===== src/rtl/hdr_frame_capture.sv =====
// Camera capture front end: packs 8-bit camera bytes into BUS_W-bit words,
// checks frame geometry and rotates good frames through N_BUF DDR ring buffers.
module hdr_frame_capture #(
   parameter int BUS_W      = 128,
   parameter int ADDR_W     = 25,
   parameter int H_BYTES    = 1280,
   parameter int V_LINES    = 480,
   parameter int N_BUF      = 6,
   parameter int BUF_W      = 3,
   parameter int BUF_STRIDE = 'h25800,
   parameter int WORD_INC   = 4
) (
   input  logic              p_clk,
   input  logic              rst_n,
   input  logic [7:0]        data,
   input  logic              href,
   input  logic              vsync,
   input  logic              take_pic,
   input  logic              hdr_en,
   input  logic              exp_ack,
   output logic [BUS_W-1:0]  p_data,
   output logic              data_valid,
   output logic [ADDR_W-1:0] wr_address,
   output logic [BUF_W-1:0]  wr_buf,
   output logic [BUF_W-1:0]  last_frame,
   output logic              frame_done,
   output logic              frame_err,
   output logic              change_exp,
   output logic [9:0]        line_cnt
);

   localparam int LANES  = BUS_W / 8;
   localparam int LANE_W = $clog2(LANES);
   // One spare count above H_BYTES so an over-long line saturates without wrapping back to "good"
   localparam int BC_W   = $clog2(H_BYTES + 2);

   localparam logic [0:0] S_IDLE = 1'b0;
   localparam logic [0:0] S_CAP  = 1'b1;

   localparam logic [ADDR_W-1:0] STRIDE_A = ADDR_W'(BUF_STRIDE);
   localparam logic [ADDR_W-1:0] INC_A    = ADDR_W'(WORD_INC);

   logic [0:0]        state_q, state_d;
   logic              href_q, href_d;
   logic [LANE_W-1:0] lane_q, lane_d;
   logic [BC_W-1:0]   byte_cnt_q, byte_cnt_d;
   logic              err_q, err_d;
   logic [BUS_W-1:0]  word_q, word_d, word_nxt;
   logic [BUS_W-1:0]  p_data_q, p_data_d;
   logic              dv_q, dv_d;
   logic [ADDR_W-1:0] addr_q, addr_d;
   logic [BUF_W-1:0]  wr_buf_q, wr_buf_d;
   logic [BUF_W-1:0]  last_q, last_d;
   logic              done_q, done_d;
   logic              ferr_q, ferr_d;
   logic              exp_q, exp_d;
   logic [9:0]        line_cnt_q, line_cnt_d;
   logic              line_end;

   always_comb begin
      word_nxt = word_q;
      word_nxt[lane_q*8 +: 8] = data;
   end

   always_comb begin
      state_d    = state_q;
      href_d     = href;
      lane_d     = lane_q;
      byte_cnt_d = byte_cnt_q;
      err_d      = err_q;
      word_d     = word_q;
      p_data_d   = p_data_q;
      dv_d       = 1'b0;
      addr_d     = addr_q;
      wr_buf_d   = wr_buf_q;
      last_d     = last_q;
      done_d     = 1'b0;
      ferr_d     = 1'b0;
      exp_d      = exp_q;
      line_cnt_d = line_cnt_q;
      line_end   = 1'b0;

      if (take_pic) begin
         state_d    = S_IDLE;
         href_d     = 1'b0;
         lane_d     = '0;
         byte_cnt_d = '0;
         exp_d      = 1'b0;
      end else begin
         if (exp_q && exp_ack) exp_d = 1'b0;
         case (state_q)
            S_IDLE: begin
               addr_d     = ADDR_W'(wr_buf_q) * STRIDE_A;
               href_d     = 1'b0;
               lane_d     = '0;
               byte_cnt_d = '0;
               line_cnt_d = '0;
               err_d      = 1'b0;
               if (!vsync) state_d = S_CAP;
            end
            default: begin
               if (dv_q) addr_d = addr_q + INC_A;
               // A line still open when vsync rises is closed together with the frame
               line_end = vsync ? href_q : (href_q && !href);
               if (line_end) begin
                  if (line_cnt_q != '1) line_cnt_d = line_cnt_q + 10'd1;
                  if (byte_cnt_q != BC_W'(H_BYTES)) err_d = 1'b1;
                  lane_d     = '0;
                  byte_cnt_d = '0;
                  if (hdr_en && line_cnt_q == 10'(V_LINES - 1)) exp_d = 1'b1;
               end
               if (vsync) begin
                  state_d = S_IDLE;
                  href_d  = 1'b0;
                  if (line_cnt_d == 10'(V_LINES) && !err_d) begin
                     done_d   = 1'b1;
                     last_d   = wr_buf_q;
                     wr_buf_d = (wr_buf_q == BUF_W'(N_BUF - 1)) ? '0 : wr_buf_q + BUF_W'(1);
                  end else begin
                     ferr_d = 1'b1;
                  end
               end else if (href) begin
                  word_d = word_nxt;
                  if (byte_cnt_q != '1) byte_cnt_d = byte_cnt_q + BC_W'(1);
                  if (lane_q == LANE_W'(LANES - 1)) begin
                     lane_d   = '0;
                     p_data_d = word_nxt;
                     dv_d     = 1'b1;
                  end else begin
                     lane_d = lane_q + LANE_W'(1);
                  end
               end
            end
         endcase
      end
   end

   always_ff @(posedge p_clk or negedge rst_n) begin
      if (!rst_n) begin
         state_q    <= S_IDLE;
         href_q     <= 1'b0;
         lane_q     <= '0;
         byte_cnt_q <= '0;
         err_q      <= 1'b0;
         word_q     <= '0;
         p_data_q   <= '0;
         dv_q       <= 1'b0;
         addr_q     <= '0;
         wr_buf_q   <= '0;
         last_q     <= '0;
         done_q     <= 1'b0;
         ferr_q     <= 1'b0;
         exp_q      <= 1'b0;
         line_cnt_q <= '0;
      end else begin
         state_q    <= state_d;
         href_q     <= href_d;
         lane_q     <= lane_d;
         byte_cnt_q <= byte_cnt_d;
         err_q      <= err_d;
         word_q     <= word_d;
         p_data_q   <= p_data_d;
         dv_q       <= dv_d;
         addr_q     <= addr_d;
         wr_buf_q   <= wr_buf_d;
         last_q     <= last_d;
         done_q     <= done_d;
         ferr_q     <= ferr_d;
         exp_q      <= exp_d;
         line_cnt_q <= line_cnt_d;
      end
   end

   assign p_data     = p_data_q;
   assign data_valid = dv_q;
   assign wr_address = addr_q;
   assign wr_buf     = wr_buf_q;
   assign last_frame = last_q;
   assign frame_done = done_q;
   assign frame_err  = ferr_q;
   assign change_exp = exp_q;
   assign line_cnt   = line_cnt_q;

endmodule


===== config.mk =====
export PLATFORM = sky130hd
export DESIGN_NAME = hdr_frame_capture
export DESIGN_NICKNAME = d
export VERILOG_FILES = /design/src/rtl/hdr_frame_capture.sv
export SDC_FILE = /design/constraint.sdc
export NUM_CORES = 1
export LEC_CHECK = 0
export BUFFER_PORTS_ARGS = -buffer_cell sky130_fd_sc_hd__buf_4
export CORE_AREA = 10 10 137 264
export DETAILED_ROUTE_END_ITERATION = 16
export DIE_AREA = 0 0 147 274
export GPL_TIMING_DRIVEN = 0
export PLACE_DENSITY = 0.66
export SLEW_MARGIN = 40
export SYNTH_ARGS = -nofsm -noshare
export SYNTH_HDL_FRONTEND = slang
export SYNTH_SLANG_ARGS = --single-unit

===== constraint.sdc =====
create_clock -name p_clk -period 3.2 [get_ports p_clk]
set_input_delay 0.96 -clock p_clk [delete_from_list [all_inputs] [get_ports p_clk]]
set_output_delay 0.96 -clock p_clk [all_outputs]
set_load 0.03 [all_outputs]

# Yosys cells after proc, flatten, opt, wreduce, memory -nomap -nowiden

Index checks and enable logic that the tools add are counted.

$add $sub $neg: 6
$mul: 1
Equal/unequal tests: 8
Shift-type cells: 2
Multiplexer cells: 50
Bitwise gates (word level): 2
Reduce and logical (&&, ||, !) cells: 10

Operator list:

| operator                                                | number |
|---|---|
| bitwise mux 128 bit                                     | 1 |
| variable shift 8 x 34 -> 128 bit (first input constant) | 1 |
| indexed part select 8 x 34 -> 128 bit                   | 1 |
| 2-to-1 mux 11 bit                                       | 6 |
| 2-to-1 mux 10 bit                                       | 5 |
| 2-to-1 mux 25 bit                                       | 2 |
| negation 7 -> 34 bit                                    | 1 |
| 2-to-1 mux 1 bit                                        | 29 |
| adder 25 x 3 -> 25 bit (second input constant)          | 1 |
| 2-to-1 mux 4 bit                                        | 6 |
| inequality test 11 bit (second input constant)          | 2 |
| equality test 10 x 9 -> 1 bit (second input constant)   | 2 |
| adder 11 x 1 -> 11 bit (second input constant)          | 1 |
| adder 10 x 1 -> 10 bit (second input constant)          | 1 |
| multiplier 3 x 7 -> 10 bit (second input constant)      | 1 |
| inequality test 10 bit (second input constant)          | 1 |
| AND reduction 4 bit                                     | 2 |
| AND reduction 5 bit                                     | 1 |
| adder 4 x 1 -> 4 bit (second input constant)            | 1 |
| equality test 4 bit (second input constant)             | 1 |
| logical AND 1 bit                                       | 4 |
| adder 3 x 1 -> 3 bit (second input constant)            | 1 |
| equality test 3 bit (second input constant)             | 1 |
| 2-to-1 mux 3 bit                                        | 1 |
| other kinds (4)                                         | 6 |

Register bits after elaboration: 319
Input bits: 15
Output and inout bits: 173
Word-level logic and storage cells: 94

# Longest topological paths before layout

Gate-level depths: netlist of the first run.

Word-level depth: 12
Depth in mapped cells: 13
Mapped depth without buffers: 8

# Least setup slack after synthesis of the first run

OpenSTA, ideal clock, no wires.

Path kind: register to register
Start point: register lane_q[0]
End point: register word_q[48]
Setup time: 125 ps
Arrival: 3302 ps
Data required time: 3075 ps
Path slack: -227 ps
Stages on the path, launching flop included: 12
Buffers on the path: 4
Period minus slack after synthesis: 3427 ps
Cell sequence: dfrtp_1 -> clkbuf_1 -> clkbuf_1 -> inv_1 -> ha_1 -> nand2b_1 -> a211oi_1 -> and3_1 -> clkbuf_1 -> and2_1 -> clkbuf_1 -> mux2_2

Longest elaborated chain between the ends: 3
Elaborated cells between the ends (all ways): 4
Those cells by class: add/sub (1); shift (2); mux (1)

RTL lines:

| element                                                                                   | RTL line | source |
|---|---|---|
| start, declared                                                                           | 45       | `logic [LANE_W-1:0] lane_q, lane_d;` |
| start signal, assigned                                                                    | 158      | `lane_q <= lane_d;` |
| negation 7 -> 34 bit *                                                                    | 62       | `word_nxt[lane_q*8 +: 8] = data;` |
| indexed part select 8 x 34 -> 128 bit or variable shift 8 x 34 -> 128 bit (tied branches) | 62       |  |
| bitwise mux 128 bit *                                                                     | 62       |  |
| end signal, assigned                                                                      | 161      | `word_q <= word_d;` |
| end, declared                                                                             | 48       | `logic [BUS_W-1:0] word_q, word_d, word_nxt;` |

Every way passes the cells marked *; elsewhere a longest branch is shown, timed or not.
A chain may end at the register's enable or synchronous reset.

# Worst setup path in the final report of the first run

Start point: register lane_q[0]
End point: register p_data_q[26], in the netlist p_data[26]

Longest elaborated chain between the ends: 3
Elaborated cells between the ends (all ways): 6
Those cells by class: add/sub (1); eq/ne (1); shift (2); mux (1); reduce/logical (1)

RTL lines:

| element                                                                                   | RTL line | source |
|---|---|---|
| negation 7 -> 34 bit                                                                      | 62       |  |
| indexed part select 8 x 34 -> 128 bit or variable shift 8 x 34 -> 128 bit (tied branches) | 62       |  |
| bitwise mux 128 bit                                                                       | 62       |  |
| end signal, assigned                                                                      | 162      | `p_data_q <= p_data_d;` |
| end, declared                                                                             | 49       | `logic [BUS_W-1:0] p_data_q, p_data_d;` |

Parallel ways exist; a longest one is shown, timed or not.

==> flow_metrics.tcl, run 1 <==
set metrics [dict create \
    synth-async-reset-ratio_pct 100 \
    syn_avg_cell_area_um2 9.31 \
    drive_above_1_share_pct 17.6 \
    yosys.area.top_type_share_pct 54.9 \
    wl_um 45500 \
    antenna_cells 0 \
    switching_power_mw 1.84 \
    fin_cells 2220 \
    multi_input_area_um2 6230 \
    io_pins 188 \
    htree_levels 1 \
    synth_most_common_cell "nand2_1" \
    first_iter_violations 730 \
    grt_pass1_wl_um 70600 \
    p_comb_share_pct 4.1 \
    crit_type "flop to flop" \
    die_area_um2 40300 \
    via_count 12225 \
    ys_warn_count 0 \
    cts_buffer_depth 3 \
    post-route-period-util_pct 96.1 \
    initial_utilization_pct 45.2 \
    tightest_slew_ns 0.888 \
    p_leak_nw 7.96 \
    grt-ovfl-total 0 \
    synth_cell_types 58 \
    startpoint_type "flop" \
    maxSlewViolCount 0 \
    wl_per_cell_um 20.5 \
    placedCellCount 2169 \
    dp_hpwl_um 34700 \
    yosys-top-cells-count "335 x nand2_1, 317 x dfrtp_1, 261 x o21ai_0" \
    reg2reg_from "lane_q[0]" \
    row_count 93 \
    fin_crit_ns 3.07 \
    layout_setup_ws_ns 0.126 \
    finalClockSkew_ns 0.0253 \
    cp_max_fo 10 \
    clock_sinks 317 \
    coreArea_um2 32000 \
    syn_inst 1553 \
    grt_pass1_vias 12754 \
    hold_class "input pin to async pin" \
    swShare_pct 22.9 \
    synth_seq_cells 317 \
    root_buffer "clkbuf_16" \
    place_area_um2 16500 \
    die_x_um 147 \
    arrival_ns 3.55 \
    cts_tree "yes" \
    drcViolationCount 0 \
    setup_viol 0 \
    area_delta_synth_final_pct 22.2 \
    first_pass_iters 6 \
    fmax_mhz 325 \
    final_area_um2 17700 \
    antenna_found_initial 0 \
    fin_util_pct 55.2 \
    grt_max_degree 76 \
    grt_usage_pct 22.1 \
    cp.required_ns 3.68 \
    peakVddDrop_uv 406 \
    slew_headroom_pct 40.7 \
    power_density_nw_per_um2 456 \
    ys_seq_area_share_pct 54.9 \
    vias_per_cell 5.51 \
    worst-r2r-cell-count 10 \
    pre_cts_ws_ns -1.26 \
    reg2reg_slack_ns 0.13 \
    synth_edf_count 0 \
    status "completed" \
    die_y_um 274 \
    drv_cap 0 \
    cts_buffers 28 \
    synth_area_um2 14500 \
    synth_flop_cell "dfrtp_1" \
    p_int_mw 6.21 \
    register_area_um2 7930 \
    cts.clk_slew.worst_paths_ns 0.07 \
    ctsHoldBuffers 0 \
    numPortBuffers 184 \
    gp_congestion 0.938 \
    ant_nets 0 \
    finalNetCount 1803 \
    finalHoldViolCount 0 \
    yosys-top-cells-area "dfrtp_1 55%, o21ai_0 9.0%, nand2_1 8.7%" \
    r2r-end "p_data[26]" \
    clk_latency_ns 0.56 \
    pwr-share-seq_pct 50.4 \
    power_frac_clock_pct 45.5 \
    filler_cell_count 2935 \
    yosysTopAreaCell "dfrtp_1" \
    cp-end-kind "flop" \
]
## worst max-delay path, stage by stage, from the launching register on
cell and delay (ns):
dfrtp_2 0.44, clkbuf_4 0.20, clkbuf_4 0.20, inv_1 0.16, ha_4 0.25, clkbuf_1 0.23, nor2b_1 0.75, nand2_1 0.37
nor2_1 0.17, a21oi_1 0.05, o21ai_0 0.17
## through the flow
| stage | TNS [ns] | total power [mW] | hold WS, ns |
|---|---|---|---|
| 2_1_floorplan | 0 | 4.27 | 0.442 |
| 3_3_place_gp | -709.23 | 4.44 | 0.459 |
| 3_5_place_dp | -179.92 | 4.46 | 0.464 |
| 4_1_cts | -0.134 | 8.12 | 0.234 |
| 5_1_grt | -0.00386 | 8.31 | 0.244 |
| 6_report | 0 | 8.06 | 0.243 |
## per-layer routing
metal,up-vias,track usage (%),share of wire (%)
li1,5767,-,-
met1,5902,22.1,35
met2,416,41.8,54
met3,140,3.35,4.9
met4,0,13.1,5.9
met5,-,0,0
## cell families (layout without fill, tap and decap cells)
logic type / count (synthesis) / in the layout / synth area share (%)
flops: 317 / 317 / 54.9
simple gates: 600 / 600 / 18.2
compound gates: 390 / 390 / 14.3
other cells: 1 / 2 / 0.0259
fa+ha+maj: 17 / 17 / 1.52
mux: 97 / 97 / 6.90
buf+inv: 111 / 350 / 2.96
xor+xnor: 20 / 20 / 1.21
## cells in the final DEF, fill, tap and decap left out, types with 22 or more instances in the layout
| cell | instances |
|---|---|
| a21oi_1 | 83 |
| and3_1 | 22 |
| buf_4 | 194 |
| clkbuf_1 | 68 |
| clkbuf_16 | 29 |
| dfrtp_1 | 316 |
| mux2_2 | 22 |
| mux2i_1 | 75 |
| nand2_1 | 335 |
| nand3_1 | 25 |
| nor2_1 | 111 |
| o21ai_0 | 261 |
## timing repair
item	4_1_cts	5_1_grt
gates cloned	0	0
buffers inserted	5	2
setup endpoints to repair	251	159
gates resized for setup	29	20
pin swaps	1	2
## how the worst max path moves through the flow
stage | from | end | slack, ns | cells past startpoint
final | lane_q[0] | p_data[26] | 0.13 | 10
after global routing | lane_q[0] | word_q[110] | -0.004 | 11
after global placement | rst_n | p_data[80] | -1.72 | 1
after floorplan | href | last_frame[0] | 0.04 | 8
after CTS | lane_q[0] | word_q[30] | -0.03 | 11
after detailed placement | take_pic | p_data[52] | -1.26 | 10
## power groups by stage
stage	clock (mW)	sequential, mW	combinational, mW
5_1_grt	3.88	4.07	0.365
4_1_cts	3.73	4.06	0.326
3_5_place_dp	0	4.14	0.324
2_1_floorplan	0	4.16	0.111
3_3_place_gp	0	4.14	0.300
6_report	3.67	4.06	0.327
## state kept, by name (all words and copies together) (netlist names), 3 cells and up
signal      flops
lane_q          4
word_q        128
wr_address     23
p_data        128
wr_buf          3
line_cnt       10
last_frame      3
byte_cnt_q     11
## area by class of cell
cell class | count | area share (%)
Clock inverter | 20 | 1.37
Tap cell | 427 | 3.02
Timing Repair Buffer | 195 | 8.78
Buffer | 88 | 2.12
Multi-Input combinational cell | 1126 | 35.2
Inverter | 15 | 0.319
Clock buffer | 32 | 4.23
Sequential cell | 317 | 44.9
Power figures use the tool's default switching activity.
==> inputs of run 2 (changes only) <==
--- a/config.mk
+++ b/config.mk
@@ -10,7 +10,8 @@
 export DETAILED_ROUTE_END_ITERATION = 16
 export DIE_AREA = 0 0 147 274
 export GPL_TIMING_DRIVEN = 0
-export PLACE_DENSITY = 0.66
+export PLACE_DENSITY = 0.63
+export RECOVER_POWER = 50
 export SLEW_MARGIN = 40
 export SYNTH_ARGS = -nofsm -noshare
 export SYNTH_HDL_FRONTEND = slang
==> constraint.sdc (replaced) <==
create_clock -name p_clk -period 3.7 [get_ports p_clk]
set_input_delay 1.11 -clock p_clk [delete_from_list [all_inputs] [get_ports p_clk]]
set_output_delay 1.11 -clock p_clk [all_outputs]
set_load 0.03 [all_outputs]
==> flow_metrics.tcl, run 2 (synthesis results as in run 1) <==
set metrics [dict create \
    reg2reg_slack_ns 0.12 \
    final_common_cell "nand2_1" \
    clk_latency_ns 0.57 \
    cp-end-kind "flop" \
    layout_common_cells "335 x nand2_1, 316 x dfrtp_1, 261 x o21ai_0" \
    power_density_nw_per_um2 405 \
    cp_slowest_stage_delay_ns 0.47 \
    maxSlewViolCount 68 \
    path_cells "clkbuf_1, inv_1, nand2_1, nor2_1, nand4_1, clkbuf_1, clkbuf_1, clkbuf_1, nand2_1, o21ai_0" \
    arrival_ns 4.11 \
    setup_viol 0 \
    r2r-end "p_data[30]" \
    cpMaxStageDelayCell "clkbuf_1" \
    cts_buffers 28 \
    drive_above_1_share_pct 13.4 \
    hp-start "p_data[60]" \
    cp.required_ns 4.19 \
    vias_per_cell 5.54 \
    status "complete, but fails checks" \
    placedCellCount 2169 \
    violations "capacitance limit, slew limit" \
    grt_max_degree 73 \
    cp_num_buf_inv 5 \
    drv_cap 1 \
    wl_um 45700 \
    antenna_found_initial 0 \
    finalClockSkew_ns 0.0160 \
    numPortBuffers 184 \
    fin_crit_ns 3.61 \
    filler_cell_count 2992 \
    wl_per_cell_um 20.6 \
    first_iter_violations 727 \
    cp_top_family "buffers and inverters" \
    gp_congestion 0.923 \
    crit_type "input pin to flop" \
    worst_hold_path.endpoint "p_data[60]" \
    power_frac_clock_pct 45.8 \
    worst-r2r-cell-count 11 \
    fin_util_pct 53.9 \
    coreArea_um2 32000 \
    slew_headroom_pct -13.3 \
    htree_levels 1 \
    startpoint_type "input pin" \
    grt-ovfl-total 0 \
    met3_length_um 2350 \
    peakVddDrop_uv 438 \
    dp_hpwl_um 35000 \
    initial_utilization_pct 45.2 \
    fmax_mhz 277 \
    row_count 93 \
    reg2reg_from "lane_q[0]" \
    tightest_slew_ns 1.70 \
    grt_pass1_vias 12473 \
    p_int_mw 5.39 \
    switching_power_mw 1.58 \
    die_x_um 147 \
    wl_met1_um 16000 \
    pwr-share-seq_pct 50.4 \
    p_leak_nw 7.63 \
    first_pass_iters 7 \
    ant_nets 0 \
    cts_tree "yes" \
    io_pins 188 \
    dr_wl_met2_um 24900 \
    grt_pass1_wl_um 71100 \
    finalNetCount 1799 \
    cts_buffer_depth 3 \
    antenna_cells 0 \
    grt_usage_pct 22.3 \
    swShare_pct 22.7 \
    holdWs_ns 0.478 \
    highest-signal-layer "met4" \
    p_comb_share_pct 3.8 \
    finalHoldViolCount 0 \
    drcViolationCount 0 \
    via_count 12277 \
    whs_path_depth 2 \
    die_area_um2 40300 \
    fin_cells 2215 \
    root_buffer "clkbuf_16" \
    cts_setup_buffers 0 \
    hold_class "flop to flop" \
    grt_setup_unrepaired "yes" \
    clock_sinks 317 \
    cp_max_fo 10 \
    post-route-period-util_pct 97.6 \
    cts.clk_slew.worst_paths_ns 0.07 \
    cp_common_cell "clkbuf_1" \
    area_delta_synth_final_pct 19.3 \
    die_y_um 274 \
]
-- run 2: timing repair --
item / CTS / global route
hold buffers: 0 / 0
resized for setup: 11 / 26
pin swaps: 0 / 0
endpoints found under the setup margin: 178 / 152
cloned: 0 / 0
-- run 2: layer usage --
| metal | up-vias | track usage, % |
|---|---|---|
| met1 | 5974 | 22.9 |
| met4 | 0 | 11.9 |
| li1 | 5771 | - |
| met2 | 412 | 42.2 |
| met5 | - | 0 |
| met3 | 120 | 3.43 |
-- run 2: tightest hold or removal path: stages, from the launching register on --
cell     delay [ns]
dfrtp_1        0.34
nand2_1        0.04
o21ai_0        0.06
-- run 2: worst max-delay path by stage --
stage | from | to | slack, ns | cells after the start
floorplan | lane_q[0] | word_q[48] | 0.27 | 11
global placement | rst_n | p_data[49] | -1.40 | 1
detailed placement | take_pic | p_data[55] | -0.92 | 10
CTS | lane_q[0] | p_data[94] | 0.04 | 11
global route | take_pic | p_data[125] | -0.09 | 10
finish | take_pic | p_data[114] | 0.09 | 10
-- run 2: layout make-up --
type | instances | area [um^2] | share of cell area (%)
sequential | 317 | 7930 | 46.0
multi-input combinational | 1126 | 6140 | 35.6
clock buffer | 35 | 778 | 4.51
clock inverter | 16 | 214 | 1.24
inverter | 15 | 56.3 | 0.326
tap | 427 | 534 | 3.10
timing repair buffer | 188 | 1220 | 7.05
buffer | 91 | 375 | 2.18
-- run 2: power groups by stage --
stage                     sequential (mW)  clock (mW)  combinational (mW)
after floorplan                      3.59           0              0.0957
after global placement               3.58           0               0.261
after detailed placement             3.58           0               0.282
after CTS                            3.51        3.25               0.282
after global routing                 3.52        3.38               0.296
final                                3.51        3.20               0.267
-- run 2: through the flow --
stage	instance area, um^2	setup WS (ns)	total power, mW	setup TNS [ns]
global placement	16400	-1.40	3.84	-531.05
finish	17300	0.0870	6.98	0
detailed placement	16500	-0.919	3.86	-108.02
global route	17300	-0.0950	7.19	-1.25
floorplan	14500	0.273	3.69	0
CTS	17500	0.0351	7.04	0
==> inputs of run 3 (changes only) <==
--- a/config.mk
+++ b/config.mk
@@ -6,9 +6,9 @@
 export NUM_CORES = 1
 export LEC_CHECK = 0
 export BUFFER_PORTS_ARGS = -buffer_cell sky130_fd_sc_hd__buf_4
-export CORE_AREA = 10 10 137 264
+export CORE_AREA = 2 2 129 256
 export DETAILED_ROUTE_END_ITERATION = 16
-export DIE_AREA = 0 0 147 274
+export DIE_AREA = 0 0 131 258
 export GPL_TIMING_DRIVEN = 0
 export PLACE_DENSITY = 0.63
 export RECOVER_POWER = 50
==> flow_metrics.tcl, run 3 (synthesis results as in run 1) <==
set metrics [dict create \
    die_x_um 131 \
    pre_cts_ws_ns -0.892 \
    final_common_cell "nand2_1" \
    drive_above_1_share_pct 12.8 \
    maxSlewViolCount 52 \
    finalHoldViolCount 0 \
    dp_hpwl_um 33600 \
    cp_top_family "buffers and inverters" \
    peakVddDrop_uv 358 \
    finalClockSkew_ns 0.0130 \
    grt-ovfl-total 0 \
    finalPower_mw 6.87 \
    drcViolationCount 0 \
    via_count 12279 \
    antenna_found_initial 0 \
    crit_type "flop to flop" \
    tightest_slew_ns 2.61 \
    antenna_cells 0 \
    grt_max_degree 79 \
    status "complete, but fails checks" \
    cp_common_cell "nand2_1" \
    p_leak_nw 7.60 \
    finalNetCount 1800 \
    grt_usage_pct 26.5 \
    layout_setup_ws_ns 0.166 \
    clk_latency_ns 0.58 \
    fin_crit_ns 3.53 \
    coreArea_um2 32000 \
    initial_utilization_pct 45.2 \
    area_delta_synth_final_pct 19.2 \
    numPortBuffers 184 \
    power_density_nw_per_um2 399 \
    die_area_um2 33800 \
    startpoint_type "flop" \
    die_y_um 258 \
    cts_buffer_depth 3 \
    wl_um 44900 \
    clock_sinks 317 \
    cp.required_ns 4.15 \
    cp_max_fo 10 \
    first_iter_violations 724 \
    slew_headroom_pct -74.0 \
    violations "capacitance limit, slew limit" \
    setup_viol 0 \
    cts.clk_slew.worst_paths_ns 0.07 \
    cts_setup_buffers 0 \
    cpMaxStageDelayCell "dfrtp_2" \
    arrival_ns 3.98 \
    fmax_mhz 283 \
    cp_num_buf_inv 5 \
    cp_slowest_stage_delay_ns 0.48 \
    post-route-period-util_pct 95.5 \
    root_buffer "clkbuf_16" \
    grt_pass1_vias 12355 \
    row_count 93 \
    filler_cell_count 3032 \
    cts_tree "yes" \
    ctsHoldBuffers 0 \
    ant_nets 0 \
    drv_cap 1 \
    cts_buffers 29 \
    grt_pass1_wl_um 68800 \
    path_cells "buf_2, clkbuf_2, inv_1, ha_1, nand2b_1, a211o_1, nor4_1, clkbuf_4, nand2_1, clkbuf_1, nand2_1, o21ai_0" \
    wl_per_cell_um 20.3 \
    vias_per_cell 5.54 \
    hold_class "flop to flop" \
    grt_setup_unrepaired "no" \
    layout_common_cells "335 x nand2_1, 316 x dfrtp_1, 262 x o21ai_0" \
    gp_congestion 0.941 \
    io_pins 188 \
    htree_levels 1 \
    first_pass_iters 7 \
    setup_tns_ns 0 \
    cp-end-kind "flop" \
]
## run 3: cell types whose count changed in the layout (fill, tap and decap cells not counted), moves of 3 or more
| cell | before | now |
|---|---|---|
| clkbuf_2 | 12 | 9 |
| buf_4 | 132 | 124 |
| inv_6 | 0 | 3 |
| clkbuf_1 | 128 | 140 |
| buf_16 | 0 | 3 |
## run 3: worst register-to-register path, cell delays in order (launching register included)
cell and delay [ns]:
dfrtp_2 0.48, buf_2 0.26, clkbuf_2 0.25, inv_1 0.12
ha_1 0.31, nand2b_1 0.23, a211o_1 0.35, nor4_1 0.33
clkbuf_4 0.34, nand2_1 0.21, clkbuf_1 0.32, nand2_1 0.11
o21ai_0 0.08
## run 3: layer usage
layer  up-vias  global-route usage [%]  part of all wire [%]
met5         -                       0                     0
met4         0                    14.2                   5.6
met3       124                    3.36                   5.2
met2       409                    49.7                    54
met1      5990                    27.9                    35
li1       5756                       -                     -
## run 3: final cells by class
cell class / count / area [um^2] / area share (%)
clock buffers: 36 / 772 / 4.48
multi-input cells: 1126 / 6150 / 35.7
clock inverters: 16 / 176 / 1.02
repair buffers: 188 / 1250 / 7.24
flip-flops and latches: 317 / 7930 / 46.0
plain buffers: 91 / 374 / 2.17
well taps: 427 / 534 / 3.10
inverters: 15 / 56.3 / 0.327
## run 3: metrics by stage
step,hold WS [ns],utilization (%),cells,cell area (um^2)
after detailed placement,0.469,51.6,2169,16500
after floorplan,0.442,-,1554,14500
after global placement,0.461,51.2,2165,16400
final,0.476,53.9,2216,17200
after global routing,0.497,53.9,2216,17200
after CTS,0.462,54.6,2218,17500
## run 3: path summary, 6_finish.rpt
path | from | to | slack (ns) | depth (start not counted)
worst max-delay path | lane_q[0] | word_q[39] | 0.17 | 12
worst min-delay path | p_data[88] | p_data[88] | 0.48 | 2
worst max register to register | lane_q[0] | word_q[39] | 0.17 | 12
worst min register to register | p_data[88] | p_data[88] | 0.48 | 2
max in group asynchronous | rst_n | word_q[107] | 0.52 | 2
min in group asynchronous | rst_n | wr_address[7] | 1.46 | 1
## run 3: timing repair
item / 4_1_cts / 5_1_grt
endpoints found under the hold margin: 0 / 0
endpoints found under the setup margin: 115 / 155
pin swaps: 0 / 1
gates resized for setup: 12 / 23
## run 3: power by group
part | internal [mW] | switching (mW)
Sequential | 3.49 | 0.0237
Clock | 1.70 | 1.38
Combinational | 0.0700 | 0.207
Total | 5.26 | 1.61
